File: config.mk
export PLATFORM = sky130hd
export DESIGN_NAME = arb_mux_n
export DESIGN_NICKNAME = d
export VERILOG_FILES = /design/src/rtl/arb_mux_n_pkg.sv /design/src/rtl/arb_mux_n_rr_pick.sv /design/src/rtl/arb_mux_n.sv
export SDC_FILE = /design/constraint.sdc
export NUM_CORES = 1
export LEC_CHECK = 0
export ABC_AREA = 1
export CAP_MARGIN = 20
export CORE_MARGIN = 2
export CORE_UTILIZATION = 35
export CTS_CLUSTER_DIAMETER = 50
export DETAILED_ROUTE_END_ITERATION = 10
export GPL_TIMING_DRIVEN = 1
export HOLD_SLACK_MARGIN = 0.08
export PLACE_DENSITY = 0.87
export SYNTH_ARGS = -nofsm -noshare
export SYNTH_HDL_FRONTEND = slang
export SYNTH_SLANG_ARGS = --single-unit
export TNS_END_PERCENT = 20
File: constraint.sdc
create_clock -name clk -period 2.3 [get_ports clk]
set_input_delay 0.23 -clock clk [delete_from_list [all_inputs] [get_ports clk]]
set_output_delay 0.23 -clock clk [all_outputs]
set_load 0.1 [all_outputs]
File: src/rtl/arb_mux_n_pkg.sv
// arb_mux_n_pkg
// Shared definitions for the arbitrating multiplexer:
//   - DEFAULT_N / DEFAULT_W : default channel count and data width
//   - sel_width()           : grant-index width, clog2(n) with a floor of 1
// Optional feature macro: ARB_MUX_RR_EN (round-robin arbitration).
package arb_mux_n_pkg;

    localparam int unsigned DEFAULT_N = 4;
    localparam int unsigned DEFAULT_W = 32;

    function automatic int unsigned sel_width(input int unsigned n);
        return (n <= 1) ? 1 : $clog2(n);
    endfunction

endpackage

File: src/rtl/arb_mux_n_rr_pick.sv
// rr_pick
// Combinational arbiter: request vector plus priority pointer in,
// one-hot grant plus binary index out.
//   req   : per-channel request
//   ptr   : channel with highest priority (round-robin only)
//   grant : one-hot grant, zero when no request
//   idx   : index of the granted channel, zero when no request
// ARB_MUX_RR_EN defined   : first request at or above ptr, wrapping.
// ARB_MUX_RR_EN undefined : lowest-index request wins, ptr ignored.
module rr_pick
    import arb_mux_n_pkg::*;
#(
    parameter int unsigned N    = DEFAULT_N,
    parameter int unsigned SELW = sel_width(N)
) (
    input  logic [N-1:0]    req,
    input  logic [SELW-1:0] ptr,
    output logic [N-1:0]    grant,
    output logic [SELW-1:0] idx
);

`ifdef ARB_MUX_RR_EN
    int unsigned ch;
    logic        found;

    // Walk the channels starting at ptr; the first hit wins.
    always_comb begin
        grant = '0;
        idx   = '0;
        ch    = 0;
        found = 1'b0;
        for (int unsigned k = 0; k < N; k++) begin
            ch = (int unsigned'(ptr) + k) % N;
            if (!found && req[ch]) begin
                found     = 1'b1;
                grant[ch] = 1'b1;
                idx       = SELW'(ch);
            end
        end
    end
`else
    logic unused_ptr;
    assign unused_ptr = ^ptr;

    always_comb begin
        grant = '0;
        idx   = '0;
        for (int unsigned k = N; k > 0; k--) begin
            if (req[k-1]) begin
                grant     = '0;
                grant[k-1] = 1'b1;
                idx       = SELW'(k - 1);
            end
        end
    end
`endif

endmodule

File: src/rtl/arb_mux_n.sv
// arb_mux_n
// N-input, W-bit arbitrating multiplexer with a one-entry registered
// output buffer and valid/ready handshakes on every channel.
//   clk, rst   : clock, synchronous active-high reset
//   in_valid   : per-channel request valid
//   in_data    : flattened channel data, channel i at [i*W +: W]
//   in_ready   : per-channel accept, one-hot or zero
//   out_valid  : output buffer holds a word
//   out_data   : buffered word
//   out_sel    : channel that supplied out_data
//   out_ready  : consumer accepts out_data
// Optional feature macro: ARB_MUX_RR_EN (round-robin; otherwise fixed
// priority with no pointer register).
module arb_mux_n
    import arb_mux_n_pkg::*;
#(
    parameter int unsigned N = DEFAULT_N,
    parameter int unsigned W = DEFAULT_W
) (
    input  logic                       clk,
    input  logic                       rst,
    input  logic [N-1:0]               in_valid,
    input  logic [N*W-1:0]             in_data,
    output logic [N-1:0]               in_ready,
    output logic                       out_valid,
    output logic [W-1:0]               out_data,
    output logic [sel_width(N)-1:0]    out_sel,
    input  logic                       out_ready
);

    localparam int unsigned SELW = sel_width(N);

    logic            out_valid_q, out_valid_d;
    logic [W-1:0]    out_data_q,  out_data_d;
    logic [SELW-1:0] out_sel_q,   out_sel_d;
    logic [SELW-1:0] ptr;
    logic [N-1:0]    grant;
    logic [SELW-1:0] grant_idx;
    logic            load_en;
    logic            xfer;

    rr_pick #(
        .N    (N),
        .SELW (SELW)
    ) u_pick (
        .req   (in_valid),
        .ptr   (ptr),
        .grant (grant),
        .idx   (grant_idx)
    );

    assign load_en  = !out_valid_q || out_ready;
    assign in_ready = (rst || !load_en) ? '0 : grant;
    assign xfer     = |(in_valid & in_ready);

    always_comb begin
        out_valid_d = out_valid_q;
        out_data_d  = out_data_q;
        out_sel_d   = out_sel_q;
        if (load_en) begin
            out_valid_d = xfer;
            if (xfer) begin
                out_data_d = in_data[grant_idx*W +: W];
                out_sel_d  = grant_idx;
            end
        end
    end

    always_ff @(posedge clk) begin
        if (rst) begin
            out_valid_q <= 1'b0;
            out_data_q  <= '0;
            out_sel_q   <= '0;
        end else begin
            out_valid_q <= out_valid_d;
            out_data_q  <= out_data_d;
            out_sel_q   <= out_sel_d;
        end
    end

`ifdef ARB_MUX_RR_EN
    logic [SELW-1:0] ptr_q, ptr_d;

    // Priority moves to the channel just after the winner.
    always_comb begin
        ptr_d = ptr_q;
        if (xfer) begin
            if (grant_idx == SELW'(N - 1))
                ptr_d = '0;
            else
                ptr_d = grant_idx + SELW'(1);
        end
    end

    always_ff @(posedge clk) begin
        if (rst)
            ptr_q <= '0;
        else
            ptr_q <= ptr_d;
    end

    assign ptr = ptr_q;
`else
    assign ptr = '0;
`endif

    assign out_valid = out_valid_q;
    assign out_data  = out_data_q;
    assign out_sel   = out_sel_q;

endmodule
==> report_table.html <==
<table>
<tr><th>Metric</th><th>Value</th></tr>
<tr><th colspan="2">Run status</th></tr>
<tr><td>Run status</td><td>finished clean</td></tr>
<tr><th colspan="2">STA</th></tr>
<tr><td>Worst-case headroom to the max-slew limit</td><td>58.96%</td></tr>
<tr><td>Worst hold slack</td><td>between 400 and 500 ps</td></tr>
<tr><td>Final critical delay including setup and external delays</td><td>around 2000 ps</td></tr>
<tr><td>Slew at the pin closest to its max-slew limit</td><td>between 600 and 700 ps</td></tr>
<tr><td>Final setup violation count</td><td>0</td></tr>
<tr><td>Clock Skew</td><td>6.238 ps</td></tr>
<tr><td>Final Hold Violating Endpoints</td><td>0</td></tr>
<tr><td>Max Transition Viols Final</td><td>0</td></tr>
<tr><td>Achievable frequency</td><td>roughly 500 MHz</td></tr>
<tr><td>Crit share post-route</td><td>around 88%</td></tr>
<tr><td>Unrepaired setup endpoints after global routing</td><td>false</td></tr>
<tr><td>Setup TNS</td><td>0 ps</td></tr>
<tr><th colspan="2">Global routing</th></tr>
<tr><td>Met3 layer usage reported by global route</td><td>approximately 5.6%</td></tr>
<tr><td>Overflow after GRT</td><td>0</td></tr>
<tr><td>GR Util All Layers</td><td>between 20% and 30%</td></tr>
<tr><td>GR met1 Demand/Resource</td><td>26.76%</td></tr>
<tr><td>Wire length of the first global-routing pass</td><td>14610 um</td></tr>
<tr><td>Met2 usage in global routing</td><td>43.71%</td></tr>
<tr><td>Busiest metal layer after global routing</td><td>met2</td></tr>
<tr><td>Initial antenna violation count</td><td>0</td></tr>
<tr><td>Vias in the first global route</td><td>roughly 3400</td></tr>
<tr><td>Largest net degree at the start of global routing</td><td>66</td></tr>
<tr><th colspan="2">Routing</th></tr>
<tr><td>Average detailed-routed wire length per instance</td><td>roughly 15 um</td></tr>
<tr><td>Final wirelength</td><td>between 9000 and 10000 um</td></tr>
<tr><td>Vias/cell</td><td>~5.6</td></tr>
<tr><td>Starting DRT DRC Count</td><td>183</td></tr>
<tr><td>Overall via count from detail_route</td><td>between 3000 and 4000</td></tr>
<tr><td>Pre-Repair DR Iteration Count</td><td>5</td></tr>
<tr><td>DRC Markers</td><td>0</td></tr>
<tr><td>Remaining number of nets flagged by the antenna check after routing</td><td>0</td></tr>
<tr><th colspan="2">Final layout</th></tr>
<tr><td>Final design utilization</td><td>a little over three fifths</td></tr>
<tr><td>Total area of multi-input combinational cells</td><td>between 0.001 and 0.0015 mm^2</td></tr>
<tr><td>Final std cell area, no fill</td><td>between 0.004 and 0.005 mm^2</td></tr>
<tr><td>Number of fill cells</td><td>627</td></tr>
<tr><td>Number of nets in the finished design</td><td>683</td></tr>
<tr><td>Sequential cell area in the final layout</td><td>between 700 and 800 um^2</td></tr>
<tr><td>Share of post-route cells with drive strength above 1</td><td>between 10% and 20%</td></tr>
<tr><td>Antenna cell count</td><td>0</td></tr>
<tr><td>Relative area change from synthesis to final layout</td><td>75.89%</td></tr>
<tr><th colspan="2">Clocking</th></tr>
<tr><td>Count of hold buffers inserted by post-cts repair</td><td>0</td></tr>
<tr><td>Cts bufs inserted</td><td>5</td></tr>
<tr><td>Root cell of the clock tree</td><td>sky130_fd_sc_hd__clkbuf_8</td></tr>
<tr><td>Clk Latency, worst-skew pair</td><td>~280 ps</td></tr>
<tr><td>Count of buffers added by post-CTS timing repair for setup</td><td>0</td></tr>
<tr><td>CTS max path bufs</td><td>2</td></tr>
<tr><td>CTS tree</td><td>yes</td></tr>
<tr><td>CTS H-tree depth</td><td>2</td></tr>
<tr><td>Total of cells resized after clock tree synthesis</td><td>0</td></tr>
<tr><td>Clock-pin transition on the worst setup and hold timing paths</td><td>roughly 70 ps</td></tr>
<tr><td>Clock net sink count</td><td>35</td></tr>
<tr><th colspan="2">Synth</th></tr>
<tr><td>Number of warnings issued by yosys</td><td>0</td></tr>
<tr><td>Number of storage elements in the synthesis netlist</td><td>35</td></tr>
<tr><td>Count of distinct cell types in the synthesized netlist</td><td>14</td></tr>
<tr><td>Number of standard cells after synthesis</td><td>394</td></tr>
<tr><td>Post-synthesis area per instance</td><td>just over 6 um^2</td></tr>
<tr><td>Sequential area share after synthesis</td><td>slightly below 30%</td></tr>
<tr><td>Cell area after synthesis</td><td>roughly 0.0024 mm^2</td></tr>
<tr><td>Post-Syn Nets</td><td>between 500 and 600</td></tr>
<tr><th colspan="2">Die</th></tr>
<tr><td>Core region area</td><td>about 0.0067 mm^2</td></tr>
<tr><td>Initial standard-cell utilization of the core</td><td>around 36%</td></tr>
<tr><td>Chip Height</td><td>86.68 um</td></tr>
<tr><td>Die width</td><td>roughly 87 um</td></tr>
<tr><td>Number of standard-cell rows in the floorplan</td><td>30</td></tr>
<tr><td>Floorplan die area</td><td>about 0.0075 mm^2</td></tr>
<tr><td>Boundary pin count</td><td>174</td></tr>
<tr><th colspan="2">Power and ir drop</th></tr>
<tr><td>Pleak</td><td>around 0.0019 uW</td></tr>
<tr><td>Peak ir drop on the vdd network</td><td>roughly 0.00030 V</td></tr>
<tr><td>Total power</td><td>2510 uW</td></tr>
<tr><td>Power density over cell area</td><td>approximately 600 mW/mm^2</td></tr>
<tr><th colspan="2">Worst setup path</th></tr>
<tr><td>CP Data Arrival Time</td><td>approximately 1800 ps</td></tr>
<tr><td>Largest fanout on the critical path</td><td>65</td></tr>
<tr><td>Cell count of the worst reg-to-reg path</td><td>6</td></tr>
<tr><td>CP required</td><td>2070 ps</td></tr>
<tr><td>CP Capture Type</td><td>output port</td></tr>
<tr><td>Setup Crit Path Kind</td><td>primary input to output port</td></tr>
<tr><td>Critical Path Start Type</td><td>primary input</td></tr>
<tr><th colspan="2">Placed design</th></tr>
<tr><td>Gp weighted congestion</td><td>~0.85</td></tr>
<tr><td>Count of buffers inserted at the top-level ports</td><td>around 170</td></tr>
<tr><td>DPL Wire Length</td><td>just under 7000 um</td></tr>
<tr><td>Total cell area at the placement stage</td><td>~0.0041 mm^2</td></tr>
<tr><th colspan="2">Run</th></tr>
<tr><td>Max-cap violation count</td><td>0</td></tr>
<tr><th colspan="2">Min path</th></tr>
<tr><td>Worst min path class</td><td>register to register</td></tr>
<tr><td>Cell count of the worst hold path</td><td>2</td></tr>
</table>
-- synthesized netlist by cell type --
library cell	count	area share, %
sky130_fd_sc_hd__a21oi_2	1	0.37
sky130_fd_sc_hd__buf_1	2	0.31
sky130_fd_sc_hd__buf_2	29	6.1
sky130_fd_sc_hd__buf_4	2	0.63
sky130_fd_sc_hd__clkbuf_1	5	0.78
sky130_fd_sc_hd__dfxtp_1	35	29
sky130_fd_sc_hd__inv_1	5	0.78
sky130_fd_sc_hd__inv_2	5	0.78
sky130_fd_sc_hd__nand2_1	72	11
sky130_fd_sc_hd__nand3_1	226	47
sky130_fd_sc_hd__nor2_1	8	1.3
sky130_fd_sc_hd__nor2_2	1	0.26
sky130_fd_sc_hd__nor2_4	1	0.47
sky130_fd_sc_hd__o21ai_0	2	0.42
-- worst paths after layout --
check,from,to,slack (ps)
hold / removal,out_data[29]$_SDFFE_PP0P_,out_data[29]$_SDFFE_PP0P_,470
setup / recovery,in_valid[0],in_ready[1],280
hold reg to reg,out_data[29]$_SDFFE_PP0P_,out_data[29]$_SDFFE_PP0P_,470
setup reg to reg,out_valid$_SDFFE_PP0N_,out_data[3]$_SDFFE_PP0P_,860
-- worst max-delay path, cell delays in order --
cell	delay, ps
sky130_fd_sc_hd__clkdlybuf4s50_1	450
sky130_fd_sc_hd__inv_2	280
sky130_fd_sc_hd__nand2_2	120
sky130_fd_sc_hd__buf_12	210
sky130_fd_sc_hd__nor2_1	240
sky130_fd_sc_hd__buf_12	210
-- sequential cells by signal, summed over array words and instances (netlist names) --
name and cells:
out_data 32, out_sel 2, out_valid 1
-- logic make-up after synthesis --
family                 Yosys count  synth area share, %
AND/OR/NAND/NOR                308                60.56
buffers and inverters           48                9.362
AO/OA/AOI/OAI                    3               0.7846
flip-flops                      35                29.29
-- through the flow --
step,instances,setup slack (ps)
global placement,621,355.2
floorplan,394,-290.3
finish,629,276.9
detailed placement,621,280.8
CTS,629,306.6
global route,629,236.2
-- final cells by class --
| cell class | instances | share of cell area, % |
|---|---|---|
| clock buffer | 8 | 2.379 |
| inverter | 10 | 0.8921 |
| multi-input combinational | 311 | 35.24 |
| sequential | 35 | 16.65 |
| tap | 80 | 2.379 |
| timing repair buffer | 185 | 42.46 |
-- where the power goes --
group	switching, uW	internal (uW)
Sequential	41.6	682
Combinational	871	425
Clock	217	274
-- per-layer routing --
layer / wire (um) / up-vias
met5: 0 / -
met4: 178 / 0
met3: 800 / 22
met2: 4758 / 180
met1: 3733 / 1625
li1: - / 1675
-- cell usage in the layout, fill, tap and decap left out --
master / netlist / routed
sky130_fd_sc_hd__nor2_2: 1 / 1
sky130_fd_sc_hd__nand2_1: 72 / 71
sky130_fd_sc_hd__nor2_1: 8 / 8
sky130_fd_sc_hd__a21oi_4: 0 / 1
sky130_fd_sc_hd__buf_12: 0 / 5
sky130_fd_sc_hd__nand3_1: 226 / 225
sky130_fd_sc_hd__nand2_2: 0 / 1
sky130_fd_sc_hd__inv_2: 5 / 5
sky130_fd_sc_hd__clkdlybuf4s50_1: 0 / 134
sky130_fd_sc_hd__o21ai_0: 2 / 2
sky130_fd_sc_hd__dfxtp_1: 35 / 35
sky130_fd_sc_hd__nor2_4: 1 / 1
sky130_fd_sc_hd__inv_1: 5 / 5
sky130_fd_sc_hd__clkbuf_8: 0 / 7
sky130_fd_sc_hd__nand3_2: 0 / 1
sky130_fd_sc_hd__buf_4: 2 / 46
sky130_fd_sc_hd__clkbuf_1: 5 / 1
No activity file was read; power rests on OpenSTA's default activity.
